==> src/rtl/ram8_clr.sv <==
// Eight-word x 16-bit register-file memory with combinational read, clocked write
// and a hardware clear sweep. Optional write bypass: define RAM8_WRITE_BYPASS_EN.

module dmux8way (
  input  logic       in,
  input  logic [2:0] sel,
  output logic [7:0] out
);
  always_comb begin
    out      = '0;
    out[sel] = in;
  end
endmodule

module ram8_clr (
  input  logic        clk,
  input  logic        reset,
  input  logic [15:0] in,
  input  logic        load,
  input  logic [2:0]  address,
  input  logic        clear,
  output logic [15:0] out,
  output logic        busy
);

  typedef enum logic {
    IDLE  = 1'b0,
    CLEAR = 1'b1
  } state_t;

  state_t      state, next_state;
  logic [2:0]  ptr, next_ptr;
  logic        user_load;
  logic        sweep_we;
  logic [7:0]  load_vec;
  logic [7:0]  clr_vec;
  logic [15:0] words [8];

  // NOTE: every output of a combinational block gets a default before any branch,
  // otherwise a path that skips an assignment infers a latch.
  always_comb begin
    next_state = state;
    next_ptr   = ptr;
    user_load  = 1'b0;
    sweep_we   = 1'b0;
    unique case (state)
      IDLE: begin
        if (clear) begin
          next_state = CLEAR;
          next_ptr   = 3'd0;
        end else begin
          user_load = load;
        end
      end
      CLEAR: begin
        sweep_we = 1'b1;
        if (ptr == 3'd7) begin
          next_state = IDLE;
          next_ptr   = 3'd0;
        end else begin
          next_ptr = ptr + 3'd1;
        end
      end
      default: next_state = IDLE;
    endcase
  end

  // User writes and sweep clears are decoded separately; they never overlap in time.
  dmux8way u_load_dmux (
    .in  (user_load),
    .sel (address),
    .out (load_vec)
  );

  dmux8way u_clr_dmux (
    .in  (sweep_we),
    .sel (ptr),
    .out (clr_vec)
  );

  // NOTE: sequential state uses non-blocking assignments so every flop samples
  // pre-edge values regardless of statement order.
  always_ff @(posedge clk) begin
    if (reset) begin
      state <= IDLE;
      ptr   <= 3'd0;
      // NOTE: the words are plain registers, not a RAM macro, so resetting them is
      // cheap and gives the architecturally required all-zero state.
      for (int i = 0; i < 8; i++) words[i] <= '0;
    end else begin
      state <= next_state;
      ptr   <= next_ptr;
      for (int i = 0; i < 8; i++) begin
        if (clr_vec[i])       words[i] <= '0;
        else if (load_vec[i]) words[i] <= in;
      end
    end
  end

  assign busy = (state == CLEAR);

`ifdef RAM8_WRITE_BYPASS_EN
  // A write that will be accepted this edge is forwarded straight to the read port.
  always_comb begin
    if (!reset && user_load) out = in;
    else                     out = words[address];
  end
`else
  assign out = words[address];
`endif

endmodule

==> config.mk <==
export PLATFORM = sky130hd
export DESIGN_NAME = ram8_clr
export DESIGN_NICKNAME = d
export VERILOG_FILES = /design/src/rtl/ram8_clr.sv
export SDC_FILE = /design/constraint.sdc
export NUM_CORES = 1
export LEC_CHECK = 0
export BUFFER_PORTS_ARGS = -buffer_cell sky130_fd_sc_hd__buf_2
export CORE_ASPECT_RATIO = 1.4
export CORE_MARGIN = 2
export CORE_UTILIZATION = 60
export CTS_CLUSTER_DIAMETER = 120
export DETAILED_ROUTE_END_ITERATION = 10
export GPL_TIMING_DRIVEN = 0
export PLACE_DENSITY = 0.79
export RECOVER_POWER = 25
export REMOVE_ABC_BUFFERS = 1
export SLEW_MARGIN = 5
export SYNTH_ARGS = -nofsm -noshare
export SYNTH_HDL_FRONTEND = slang
export SYNTH_HIERARCHICAL = 1
export SYNTH_SLANG_ARGS = --single-unit
export TNS_END_PERCENT = 50
==> constraint.sdc <==
create_clock -name clk -period 2.2 [get_ports clk]
set_clock_uncertainty 0.1 [all_clocks]
set_input_delay 0.33 -clock clk [delete_from_list [all_inputs] [get_ports clk]]
set_output_delay 0.33 -clock clk [all_outputs]
set_load 0.03 [all_outputs]
==> metrics.txt <==
clk buf depth 2; final hold slack 139.2 ps; Rel. slew slack 57.00%; synthesized netlist cell count 373; clock power share 42.8%; die area 0.01124 mm^2; Crit Reg-Reg Endpoint words[5][11]; Die H 124.6 um; switching pwr 1.305 mW; status finished, final reports clean; Routed WL 12.95 mm; worst hold start clear; reg2reg setup slack 120 ps; Critical R2R Launch busy; Int Power 4.584 mW; crit path cell chain mux4_1 -> mux2_2 -> buf_2; WHS Endpoint ptr[0]; power share of the combinational group 7.9%; overall die width 90.16 um; Min-Delay Path Class in2reg; final cycle utilization of the critical path 98.71%; IO Count 40; Worst EP arrival 1740 ps; maximum clock rate 0.4605 GHz; Final Core Density 70.70%; ys flop type edfxtp_1; mapped cell area 0.006236 mm^2; final hold violation count 0; CP Class reg2out; post-synthesis area per instance 16.72 um^2; I/O Buffers 39; Core Rows 44; DR vias 3,477; RSZ-0062 raised after global routing yes; final setup vio count 0; first-pass GRT wire length 20.06 mm; clock-pin slew on the worst setup and hold paths 60 ps; P per Cell Area 813.5 mW/mm^2; EDFF count, synth 128; Synth area leader edfxtp_1; post-synth cell types 25; diode count 0; CP max stage cell mux4_1; CP Capture Type output port; reg2reg path depth 6; Synth top cells by count and2_1 (129), edfxtp_1 (128), mux4_1 (28); final antenna-violating net count 0; Syn-to-layout area delta 16.09%; root buffer cell clkbuf_16; total CTS buffers 17; Sink Count 132; CTS tree yes; Core ar. 0.01024 mm^2; initial antenna violation count 0; CP max FO 1; gr usage total 24.50%; Lkg Pwr 2.809 nW; Slew @ Worst Pin 645.0 ps; CP required 1770 ps; number of max-cap violations 0; Sw Share 22.16%; Seq/Total Area, Yosys 62.92%; H-tree depth 4; share of cells above drive strength 1 31.90%; drc violations 0; # hold bufs at CTS 0; GPL Wtd Cong 0.7550; via-per-instance ratio 5.995; CP peak stage delay 520 ps; peak supply drop 562.6 uV; Placed Instances 539; synth warn 6; GRT overflow 0; Flop pwr share 49.3%; synth top area cells edfxtp_1 (62%), and2_1 (13%), mux4_1 (12%); Yosys top cell area share 61.64%; Min-Delay Path Depth 3; largest net degree at the start of global routing 41; CP startpoint kind flop; drt first pass iters 4; 1st-iter DRT viols 247; #FFs+latches synth 132; Post-synth ARST share 0%; most common cell in the synthesized netlist and2_1; setup TNS 0 ps; min Tclk post-route 2172 ps; hpwl dp 7.668 mm; nets 454; initial core utilization 60.90%; fin cells 580; Avg WL per Cell 22.33 um; vias in the first global route 3,636; latest clock arrival within the worst-skew pair 410 ps; fin. max-slew vios 0
critical path: cells and delay by family, from the launching register on:
family | cells | cell delay (ps)
buf+inv | 1 | 170
mux | 2 | 790
flops | 1 | 370
cells by family (layout without fill, tap and decap cells):
logic type      Yosys count  count (layout)  synth area share, %
flops                   132             132                62.92
compound gates            4               4               0.3611
buf+inv                  19              88                1.665
simple gates            168             168                18.52
fa+ha+maj                 2               2               0.4012
mux                      48              48                16.13
power groups by stage:
| stage | clock, mW | combinational (mW) | sequential [mW] |
|---|---|---|---|
| after floorplan | 0 | 0.264 | 2.94 |
| after global placement | 0 | 0.428 | 2.94 |
| after detailed placement | 0 | 0.443 | 2.96 |
| after CTS | 2.53 | 0.466 | 2.90 |
| after global routing | 2.63 | 0.491 | 2.91 |
| final | 2.52 | 0.463 | 2.90 |
worst max path at each step:
stage / start / endpoint / slack, ps / cells after the start
floorplan: busy / words[0][0] / 30 / 5
global placement: address[0] / words[5][12] / -1550 / 4
detailed placement: address[0] / words[3][12] / -590 / 3
CTS: words[3][15] / out[15] / 1 / 3
global route: words[1][13] / out[13] / -30 / 3
finish: words[1][4] / out[4] / 30 / 3
flip-flops by register name, summed over array words and instances, names as in the netlist:
register / cells
busy: 1
ptr: 3
words: 128
what timing repair did:
item                                    4_1_cts  5_1_grt
gates resized for setup                      33        7
buffers inserted                              0        9
endpoints found under the setup margin      208      178
cell usage in the layout (no fill, tap or decap), drive strengths merged, types with 4 or more instances in the layout:
cell type and count:
and2 129, edfxtp 128, buf 47, mux4 32, clkbuf 29, mux2 16, or3 8, nor3b 8
clkinv 8, and4b 6, and4bb 6, or3b 4, dfxtp 4
metrics by stage:
stage	power (mW)	setup slack [ps]	cell area, um^2
after floorplan	3.205	25.01	6132
after global placement	3.372	-1548	6500
after detailed placement	3.399	-594.5	6630
after CTS	5.898	1.271	7256
after global routing	6.036	-26.54	7239
final	5.889	28.42	7239
area by class of cell:
| cell class | count | area (um^2) |
|---|---|---|
| tap | 138 | 172.7 |
| fill | 715 | 3000 |
| clock inverter | 12 | 90.09 |
| timing repair buffer | 56 | 339.1 |
| clock buffer | 20 | 436.7 |
| multi-input combinational | 222 | 2276 |
| sequential | 132 | 3925 |
layer usage:
metal	track usage [%]	routed length, um	vias up
met5	0	0	-
met4	11.67	338	0
met3	6.413	685	28
met2	40.56	6871	133
met1	30.15	5057	1759
li1	-	-	1557
Note: power is estimated with default switching activity, not from simulation.
